<file path="src/rtl/dram_pkg.sv">
// rtl/dram_pkg.sv - shared command codes, FSM states and request field helpers
package dram_pkg;

  localparam logic [2:0] CMD_NOP = 3'd0;
  localparam logic [2:0] CMD_ACT = 3'd1;
  localparam logic [2:0] CMD_RD  = 3'd2;
  localparam logic [2:0] CMD_WR  = 3'd3;
  localparam logic [2:0] CMD_PRE = 3'd4;

  typedef enum logic [2:0] {
    ST_IDLE,
    ST_FETCH,
    ST_PRE,
    ST_WAIT_RP,
    ST_ACT,
    ST_WAIT_RCD,
    ST_ISSUE,
    ST_WAIT_CCD
  } state_t;

  // Default request layout: {write, row, col}
  localparam int DEF_ROW_W = 4;
  localparam int DEF_COL_W = 3;
  localparam int DEF_REQ_W = 1 + DEF_ROW_W + DEF_COL_W;

  // Width of the shared wait-state counter; large enough for any practical tRP/tRCD/tCCD
  localparam int TMR_W = 8;

  // Bit position of the write flag for a given row/column split
  function automatic int req_wr_bit(input int row_w, input int col_w);
    return row_w + col_w;
  endfunction

  // Lowest bit of the row field
  function automatic int req_row_lsb(input int col_w);
    return col_w;
  endfunction

endpackage

</file>
<file path="src/rtl/dram_timer.sv">
// rtl/dram_timer.sv - loadable down-counter shared by the wait states
module dram_timer #(
  parameter int W = 8
) (
  input  logic         clk,
  input  logic         rst,
  input  logic         load,
  input  logic [W-1:0] load_val,
  output logic         done
);

  logic [W-1:0] count;

  // Load on wait-state entry, then count down and park at zero
  always_ff @(posedge clk or posedge rst) begin
    if (rst) begin
      count <= '0;
    end else if (load) begin
      count <= load_val;
    end else if (count != '0) begin
      count <= count - 1'b1;
    end
  end

  assign done = (count == W'(1));

endmodule

</file>
<file path="src/rtl/dram_cmd_issuer.sv">
// rtl/dram_cmd_issuer.sv - pops DRAM requests and issues PRE/ACT/RD/WR with tRP/tRCD/tCCD spacing
module dram_cmd_issuer
  import dram_pkg::*;
#(
  parameter int ROW_W = DEF_ROW_W,
  parameter int COL_W = DEF_COL_W,
  parameter int REQ_W = DEF_REQ_W,
  parameter int T_RP  = 2,
  parameter int T_RCD = 3,
  parameter int T_CCD = 2
) (
  input  logic             clk,
  input  logic             rst,
  input  logic             fifo_empty,
  input  logic [REQ_W-1:0] fifo_data,
  output logic             fifo_rd_en,
  output logic             cmd_valid,
  output logic [2:0]       cmd,
  output logic [ROW_W-1:0] cmd_addr,
  output logic             row_open,
  output logic [ROW_W-1:0] open_row,
  output logic             busy
);

  localparam int WR_BIT  = req_wr_bit(ROW_W, COL_W);
  localparam int ROW_LSB = req_row_lsb(COL_W);

  state_t state, next_state;

  logic             pop_req;
  logic             tmr_load;
  logic [TMR_W-1:0] tmr_val;
  logic             tmr_done;

  logic             req_wr;
  logic [ROW_W-1:0] req_row;
  logic [COL_W-1:0] req_col;

  logic             fifo_wr;
  logic [ROW_W-1:0] fifo_row;
  logic [COL_W-1:0] fifo_col;

  logic             cur_wr;
  logic [ROW_W-1:0] cur_row;
  logic [COL_W-1:0] cur_col;
  logic [ROW_W-1:0] col_ext;

  assign fifo_wr  = fifo_data[WR_BIT];
  assign fifo_row = fifo_data[ROW_LSB +: ROW_W];
  assign fifo_col = fifo_data[COL_W-1:0];

  // While fetching, the request is not latched yet, so commands decoded for the
  // next state must look at the FIFO word directly
  assign cur_wr  = (state == ST_FETCH) ? fifo_wr  : req_wr;
  assign cur_row = (state == ST_FETCH) ? fifo_row : req_row;
  assign cur_col = (state == ST_FETCH) ? fifo_col : req_col;

  // Zero-extend the column into the row-wide address bus
  always_comb begin
    col_ext = '0;
    col_ext[COL_W-1:0] = cur_col;
  end

  dram_timer #(.W(TMR_W)) u_timer (
    .clk      (clk),
    .rst      (rst),
    .load     (tmr_load),
    .load_val (tmr_val),
    .done     (tmr_done)
  );

  // State register
  always_ff @(posedge clk or posedge rst) begin
    if (rst) begin
      state <= ST_IDLE;
    end else begin
      state <= next_state;
    end
  end

  // Next-state logic, pop request and wait-timer loading
  always_comb begin
    next_state = state;
    pop_req    = 1'b0;
    tmr_load   = 1'b0;
    tmr_val    = '0;
    case (state)
      ST_IDLE: begin
        if (!fifo_empty) begin
          pop_req    = 1'b1;
          next_state = ST_FETCH;
        end
      end
      ST_FETCH: begin
        if (row_open && (fifo_row == open_row)) begin
          next_state = ST_ISSUE;
        end else if (row_open) begin
          next_state = ST_PRE;
        end else begin
          next_state = ST_ACT;
        end
      end
      ST_PRE: begin
        if (T_RP == 1) begin
          next_state = ST_ACT;
        end else begin
          next_state = ST_WAIT_RP;
          tmr_load   = 1'b1;
          tmr_val    = TMR_W'(T_RP - 1);
        end
      end
      ST_WAIT_RP: begin
        if (tmr_done) next_state = ST_ACT;
      end
      ST_ACT: begin
        if (T_RCD == 1) begin
          next_state = ST_ISSUE;
        end else begin
          next_state = ST_WAIT_RCD;
          tmr_load   = 1'b1;
          tmr_val    = TMR_W'(T_RCD - 1);
        end
      end
      ST_WAIT_RCD: begin
        if (tmr_done) next_state = ST_ISSUE;
      end
      ST_ISSUE: begin
        if (T_CCD == 1) begin
          next_state = ST_IDLE;
        end else begin
          next_state = ST_WAIT_CCD;
          tmr_load   = 1'b1;
          tmr_val    = TMR_W'(T_CCD - 1);
        end
      end
      ST_WAIT_CCD: begin
        if (tmr_done) next_state = ST_IDLE;
      end
      default: next_state = ST_IDLE;
    endcase
  end

  // Reset must silence the pop strobe immediately even though IDLE is the reset state
  assign fifo_rd_en = pop_req & ~rst;
  assign busy       = (state != ST_IDLE);

  // Latch the popped request while in FETCH
  always_ff @(posedge clk or posedge rst) begin
    if (rst) begin
      req_wr  <= 1'b0;
      req_row <= '0;
      req_col <= '0;
    end else if (state == ST_FETCH) begin
      req_wr  <= fifo_wr;
      req_row <= fifo_row;
      req_col <= fifo_col;
    end
  end

  // Registered Moore command outputs and open-row tracking, decoded from the state being entered
  always_ff @(posedge clk or posedge rst) begin
    if (rst) begin
      cmd_valid <= 1'b0;
      cmd       <= CMD_NOP;
      cmd_addr  <= '0;
      row_open  <= 1'b0;
      open_row  <= '0;
    end else begin
      cmd_valid <= 1'b0;
      cmd       <= CMD_NOP;
      cmd_addr  <= '0;
      case (next_state)
        ST_PRE: begin
          cmd_valid <= 1'b1;
          cmd       <= CMD_PRE;
          row_open  <= 1'b0;
          open_row  <= '0;
        end
        ST_ACT: begin
          cmd_valid <= 1'b1;
          cmd       <= CMD_ACT;
          cmd_addr  <= cur_row;
          row_open  <= 1'b1;
          open_row  <= cur_row;
        end
        ST_ISSUE: begin
          cmd_valid <= 1'b1;
          cmd       <= cur_wr ? CMD_WR : CMD_RD;
          cmd_addr  <= col_ext;
        end
        default: ;
      endcase
    end
  end

endmodule

</file>
<file path="config.mk">
export PLATFORM = sky130hd
export DESIGN_NAME = dram_cmd_issuer
export DESIGN_NICKNAME = d
export VERILOG_FILES = /design/src/rtl/dram_pkg.sv /design/src/rtl/dram_timer.sv /design/src/rtl/dram_cmd_issuer.sv
export SDC_FILE = /design/constraint.sdc
export NUM_CORES = 1
export LEC_CHECK = 0
export ABC_CLOCK_PERIOD_IN_PS = 3900
export CAP_MARGIN = 30
export CELL_PAD_IN_SITES_DETAIL_PLACEMENT = 1
export CELL_PAD_IN_SITES_GLOBAL_PLACEMENT = 1
export CORE_ASPECT_RATIO = 1.25
export CORE_MARGIN = 2
export CORE_UTILIZATION = 46
export CTS_BUF_LIST = sky130_fd_sc_hd__clkbuf_8
export DETAILED_ROUTE_END_ITERATION = 8
export HOLD_SLACK_MARGIN = 0.03
export PLACE_DENSITY_LB_ADDON = 0.1
export SYNTH_ARGS = -nofsm -noshare
export SYNTH_HDL_FRONTEND = slang
export SYNTH_SLANG_ARGS = --single-unit
</file>
<file path="constraint.sdc">
create_clock -name clk -period 3.9 [get_ports clk]
set_input_delay 1.17 -clock clk [delete_from_list [all_inputs] [get_ports clk]]
set_output_delay 1.17 -clock clk [all_outputs]
set_load 0.01 [all_outputs]
</file>
# Word-level counts from Yosys, hierarchy flattened
# Cells that the tools add are included.
[totals] regBits=32 output_inout_bits=15
[op_classes] n_bitwise=2 addsub=1 muxes=22 reduce_logical=9 n_eq_ne=12
[ops] operator="one-hot mux 3 bit (8 select lines)" n=1
[ops] operator="2-to-1 mux 3 bit" n=7
[ops] operator="equality test 3 bit (second input constant)" n=6
[ops] operator="2-to-1 mux 8 bit" n=2
[ops] operator="one-hot mux 4 bit (2 select lines)" n=2
[ops] operator="equality test 3 x 2 -> 1 bit (second input constant)" n=3
[ops] operator="one-hot mux 3 bit (3 select lines)" n=1
[ops] operator="equality test 8 x 1 -> 1 bit (second input constant)" n=1
[ops] operator="nonzero test 8 bit" n=1
[ops] operator="subtractor 8 x 1 -> 8 bit (second input constant)" n=1
[ops] operator="2-to-1 mux 1 bit" n=6
[ops] operator="OR reduction 3 bit" n=2
[ops] operator="equality test 4 bit" n=1
[ops] operator="2-to-1 mux 4 bit" n=1
[ops] operator="one-hot mux 2 bit (2 select lines)" n=1
[ops] operator="nonzero test 2 bit" n=2
[ops] operator="equality test 3 x 1 -> 1 bit (second input constant)" n=1
[ops] operator="logical NOT 3 bit" n=1
[ops] operator="nonzero test 3 bit" n=1
[ops] operator="one-hot mux 1 bit (2 select lines)" n=1
[ops] operator="OR reduction 2 bit" n=1
[ops] operator="AND 1 bit" n=1
[ops] operator="logical AND 1 bit" n=1
[ops] operator="inverter 1 bit" n=1

# Longest topological paths before layout
# Gate-level depths: netlist of the first run.
[logic_depth] ltp_word=7 depth_mapped=6

# Cells and area by module
# Synthesis of the first run repeated with hierarchy kept, for this count alone.
[unflattened] hier_cells=151 area_unflattened_um2=1595.3
[modules_own_cells] mod="dram_cmd_issuer" cells_per_inst=96 seq_area_each_um2=600.6 area_per_inst_um2=1092.3 instances=1
[modules_own_cells] mod="dram_timer" cells_per_inst=55 seq_area_each_um2=200.2 area_per_inst_um2=503.0 instances=1

# Worst setup path after synthesis of the first run
# No wires, ideal clock.
[synth_path] path_type="input -> output" start="in fifo_empty" end="out fifo_rd_en" arrival_time_ns=1.471 path_stages=1 n_path_buf=0 required_ns=2.730 slack_ns=1.259 path_cell_list="nor3_1"
[synth_via] elab_chain_len=3
[synth_lines] element="from (decl)" line="dram_cmd_issuer.sv:14" rtl="input logic fifo_empty,"
[synth_lines] element="2-to-1 mux 1 bit" line="dram_cmd_issuer.sv:89" rtl="if (!fifo_empty) begin"
[synth_lines] element="2-to-1 mux 1 bit" line="dram_cmd_issuer.sv:87" rtl="case (state)"
[synth_lines] element="AND 1 bit" line="dram_cmd_issuer.sv:144" rtl="assign fifo_rd_en = pop_req & ~rst;"
[synth_lines] element="to (decl)" line="dram_cmd_issuer.sv:16" rtl="output logic fifo_rd_en,"
# Every way passes these cells.

# Worst setup path in the final report of the first run
# Ends and elaborated chain as after synthesis.

==> results_dict.tcl, run 1 <==
set metrics [dict create \
    core_mm2 0.00325 \
    start_util_pct 48.6 \
    ys_top_cells_by_area "dfrtp_1 (51%), xor2_1 (4.4%), nor2_1 (3.3%)" \
    r2r-start "state[0]$_DFF_PP0_" \
    die_w_um 56.4 \
    grt_pass1_wl_um 7070 \
    placed_cell_area_mm2 0.00186 \
    dr.pass1.iters 4 \
    clk_latency_ns 0.28 \
    gr-usage-all-layers_pct 23.5 \
    finalSetupViolCount 0 \
    cellPowerDensity_mw_per_mm2 318 \
    synth_top_area_share_pct 50.6 \
    cts_hold_buf 0 \
    syn_nets 159 \
    fin_util_pct 60.0 \
    h-tree-depth 2 \
    finalPower_uw 621 \
    required_ns 2.73 \
    grt_max_degree 33 \
    cts_root_buf "clkbuf_8" \
    hold_path_end "req_col[0]$_DFF_PP0_" \
    globalRouteOverflowTotal 0 \
    critPathMaxStageDelay_ns 0.56 \
    synth_commonest_cells "dfrtp_1 (32), nor2_1 (14), nand2_1 (10), inv_1 (9), xor2_1 (8)" \
    dp_cells 204 \
    gp_congestion 0.848 \
    die_h_um 69.6 \
    routed_wl_um 4080 \
    antenna_cells 0 \
    vdd_ir_drop_max_uv 294 \
    routed_via_density 6.00 \
    clock.fmax_mhz 284 \
    rsz0062_at_grt "false" \
    drv_slew 0 \
    period_share_pct 90.3 \
    cts_setup_buffers 0 \
    port-buffer-count 25 \
    numCtsBuffers 5 \
    drc_errors 0 \
    met1Wirelength_um 1610 \
    wl_met2_um 2280 \
    min-delay-path-class "flop to flop" \
    status "finished clean" \
    worstHoldStart "req_col[0]$_DFF_PP0_" \
    path_max_fanout 2 \
    synthArstFlopShare_pct 100 \
    worstMarginPinSlew_ns 0.668 \
    ys_ff_latch 32 \
    synth_top_area_cell "dfrtp_1" \
    synth_cells 145 \
    setup_tns_ns 0 \
    rr_worst_depth 4 \
    path_cells "clkdlybuf4s50_1 -> nor3_1 -> clkdlybuf4s50_1" \
    row_count 23 \
    p_leak_uw 0.000919 \
    worst_clock_skew_ns 0.00358 \
    synth_edf_count 0 \
    ys_seq_area_share_pct 50.6 \
    dpl.hpwl_um 2870 \
    crit_slowest_cell "clkdlybuf4s50_1" \
    regToRegSetupSlack_ns 1.78 \
    whs_path_depth 2 \
    synth.most_common_cell "dfrtp_1" \
    cts-resized-gates 0 \
    syn_to_final_growth_pct 23.3 \
    final_area_mm2 0.00195 \
    cts_buffer_depth 2 \
    arrival_ns 2.35 \
    grt_pass1_vias 1440 \
    ys_types 49 \
    r2r-end "cmd_addr[2]$_DFF_PP0_" \
    max_slew_margin_pct 55.5 \
    cts_tree "built" \
    hold_violations 0 \
    drtAntennaViolNets 0 \
    ys_warn_count 0 \
    drv_cap 0 \
    mappedNetlistArea_mm2 0.00158 \
    antenna_found_initial 0 \
    ys.flop_type "dfrtp_1" \
    drt-wirelength-per-cell_um 19.3 \
    criticalPathCategory "input port to output pin" \
    dr.max_layer_used "met4" \
    min_period_ns 3.52 \
    syn_avg_cell_area_um2 10.9 \
    num_io_pins 26 \
    startpoint_type "input port" \
    layout-drive-gt1-share_pct 10.3 \
    dr_wl_met3_um 105 \
    cp_common_cell "clkdlybuf4s50_1" \
    layout.nets 188 \
    drt_iter0_markers 35 \
    clk_pin_slew_ns 0.06 \
    vias 1271 \
    cp-end-kind "output pin" \
    dieArea_mm2 0.00393 \
    fin_cells 212 \
    clock_sinks 32 \
]
-- power by group --
group / switching [uW] / internal, uW / leakage [uW] / total (uW)
logic: 14.6 / 14.8 / 0.000458 / 29.4
clock network: 116 / 138 / 0.0000538 / 255
registers: 1.42 / 335 / 0.000407 / 337
-- state kept, by name (all words and copies together) (netlist names) --
name and cells:
cmd_addr 4, req_row 4, req_wr 1, req_col 3, row_open 1, cmd_valid 1
u_timer.count 8, state 3, open_row 4, cmd 3
-- cells in the final DEF, fill, tap and decap left out, drive strengths merged, types with 2 or more instances in the layout --
cell / n
a211oi: 2
nand2b: 2
a311oi: 2
ha: 3
nor4: 2
nor2: 14
o22ai: 2
nor3: 3
dfrtp: 32
nor2b: 2
o21ai: 3
inv: 12
mux2i: 3
nand2: 10
or4: 2
nand3: 2
a21oi: 7
a221oi: 2
xor2: 8
o211ai: 2
mux2: 5
o22a: 2
a32o: 3
clkbuf: 6
clkdlybuf4s50: 25
-- routing by layer --
metal / track usage [%] / vias up
met4: 10.1 / 0
met5: 0 / -
met3: 5.60 / 8
met1: 25.7 / 657
li1: - / 585
met2: 42.4 / 21
-- critical path: cells and delay by family --
| kind | cells | cell delay [ns] |
|---|---|---|
| and+or+nand+nor | 1 | 0.19 |
| buffers and inverters | 2 | 0.99 |
-- cell families (layout without fill, tap and decap cells) --
group	Yosys count	in the layout	share of synthesized area [%]
compound gates	38	38	18.4
fa+ha+maj	3	3	2.37
flops	32	32	50.6
simple gates	41	41	13.9
mux	8	8	5.70
buf+inv	14	44	3.96
xor+xnor	9	9	4.98
-- stage by stage --
step | setup WS (ns) | hold slack, ns
finish | 0.378 | 0.489
global route | 0.335 | 0.519
CTS | 0.379 | 0.494
detailed placement | 0.385 | 0.464
global placement | 0.411 | 0.456
floorplan | 1.26 | 0.439
-- how the worst max path moves through the flow --
| stage | endpoint | depth (start not counted) | startpoint |
|---|---|---|---|
| after floorplan | fifo_rd_en | 1 | fifo_empty |
| after global placement | fifo_rd_en | 3 | fifo_empty |
| after detailed placement | fifo_rd_en | 3 | fifo_empty |
| after CTS | fifo_rd_en | 3 | fifo_empty |
| after global routing | fifo_rd_en | 3 | fifo_empty |
| final | fifo_rd_en | 3 | fifo_empty |
-- final cells by class --
class,count,area [um^2]
multi-input cells,99,718
well taps,37,46.3
fillers,347,1300
clock inverters,2,7.51
repair buffers,26,258
flip-flops and latches,32,801
clock buffers,6,82.6
inverters,10,37.5
(Power assumes the default switching activity.)
==> run 2, diff against run 1 <==
SLEW_MARGIN = 20   (was default)
==> results of run 2 <==
Same layout as run 1: the final DEF is identical, and so are final timing and power.
==> RTL change: new RTL, settings of run 2 <==
Encoding of `state_t`: now one-hot (8 bits for 8 states).
--- a/src/rtl/dram_pkg.sv
+++ b/src/rtl/dram_pkg.sv
@@ -8,13 +8,13 @@
   localparam logic [2:0] CMD_PRE = 3'd4;
 
-  typedef enum logic [2:0] {
-    ST_IDLE,
-    ST_FETCH,
-    ST_PRE,
-    ST_WAIT_RP,
-    ST_ACT,
-    ST_WAIT_RCD,
-    ST_ISSUE,
-    ST_WAIT_CCD
+  typedef enum logic [7:0] {
+    ST_IDLE     = 8'b00000001,
+    ST_FETCH    = 8'b00000010,
+    ST_PRE      = 8'b00000100,
+    ST_WAIT_RP  = 8'b00001000,
+    ST_ACT      = 8'b00010000,
+    ST_WAIT_RCD = 8'b00100000,
+    ST_ISSUE    = 8'b01000000,
+    ST_WAIT_CCD = 8'b10000000
   } state_t;
 
Function: no difference found for any inputs over 10 cycles, from zero or initial values and one cycle with rst high; not proved beyond that.
==> RTL change against run 2 <==
  * Sequential share of layout area is 0.53 points higher
  * Sequential cell count grew 5
  * Final area grew 14%
  * Area after synthesis increased by 16%
  * Clock skew rose by 0.0040 ns
  * Largest cell class unchanged
  * Wire length is 7.0% higher
  * Worst hold slack worse by 0.0012 ns
  * Critical path depth unchanged
  * Worst setup slack lost 0.049 ns
Power is not compared: it rests on default switching activity, and its combinational part moved more than twofold at a synthesized area within 25%.
==> RTL change: results (changes against run 2) <==
GRT
  – Largest net degree at the start of global routing: 17 (-48%)
  – All-Layer GR Usage: 22.50% (-1.0 points)
  – First-pass GRT wire length: 7514 um (+6.4%)
  – Vias in the first global route: 1,625 (+13%)

Synthesis
  – Yosys warns: 0 (unchanged)
  – Synth cell count leaders: dfrtp_1 (36), inv_1 (17), o21ai_0 (16), nor2_1 (14), mux2i_1 (12)
  – Net count after synthesis: 189 (+19%)
  – Top post-synthesis cells by area: dfrtp_1 (49%), mux2i_1 (6.5%), o21ai_0 (4.4%)
  – Netlist cell types: 48 (-2.0%)
  – Synth Area in Compound Gates: 14.42% (-4.0 points)
  – Post-synthesis average cell area: 10.51 sq um (-3.6%)
  – Largest family of logic cells by synthesized area: simple AND/OR/NAND/NOR gates
  – XOR/XNOR Fraction of Synth Area: 3.810% (-1.2 points)
  – Post-Synth Adder-Cell Area: 2.041% (-0.33 points)
  – Fraction of synthesized area in multiplexers: 6.531% (+0.83 points)

Timing
  – Hold WS: 0.4879 ns (-0.001219 ns)
  – Worst-Margin Slew: 0.6673 ns (-0.0005880 ns)
  – Period utilisation layout: 91.56% (+1.3 points)
  – Layout Skew: 0.007536 ns (+0.003956 ns)

CTS
  – Clock-pin transition on the worst setup and hold timing paths: ~0.070 ns

Pwr
  – Total sequential power: around 0.64 mW

Place
  – Setup WS pre-CTS: 0.3152 ns (-0.06941 ns)
  – Dpl cell area: 2146 sq um (+15%)
  – DP Cell Count: 252 (+24%)

Status
  – Status: completed

Detailed routing
  – Final WL: 4367 um (+7.0%)
  – Initial DRC count: 79 (+130%)
  – Via count: 1,445 (+14%)

Cells and area
  – Layout Cells excl Fill: 260 (+23%)
  – Fraction of layout cells with a size suffix above 1: 9.223% (-1.1 points)

Worst hold path
  – WHS Endpoint: req_wr

Setup path
  – Worst R2R End: cmd_addr[0]
  – Reg-to-Reg Start: state[3]
  – Crit path max fanout: 3 (+1)
[RTL change: how the worst max path moves through the flow]
| stage | from | end | cells past startpoint |
|---|---|---|---|
| floorplan | fifo_empty | fifo_rd_en | 1 |
| global placement | fifo_empty | fifo_rd_en | 3 |
| CTS | fifo_empty | fifo_rd_en | 3 |
| finish | fifo_empty | fifo_rd_en | 3 |
| global route | fifo_empty | fifo_rd_en | 3 |
| detailed placement | fifo_empty | fifo_rd_en | 3 |
[RTL change: per-layer routing]
| metal | track usage (%) | share of wire, % | up-vias |
|---|---|---|---|
| met5 | 0 | 0 | - |
| met4 | 7.488 | 1.2 | 0 |
| met3 | 4.811 | 3.4 | 7 |
| met1 | 25.86 | 40 | 731 |
| li1 | - | - | 679 |
| met2 | 41.06 | 55 | 28 |
[RTL change: cell type report]
cell class,count,area [sq um]
Clock inverter,3,15.01
Sequential cell,37,927.1
Tap cell,54,67.56
Clock buffer,5,68.82
Timing Repair Buffer,28,272.8
Inverter,17,63.81
Fill cell,434,1587
Multi-Input combinational cell,116,814.5
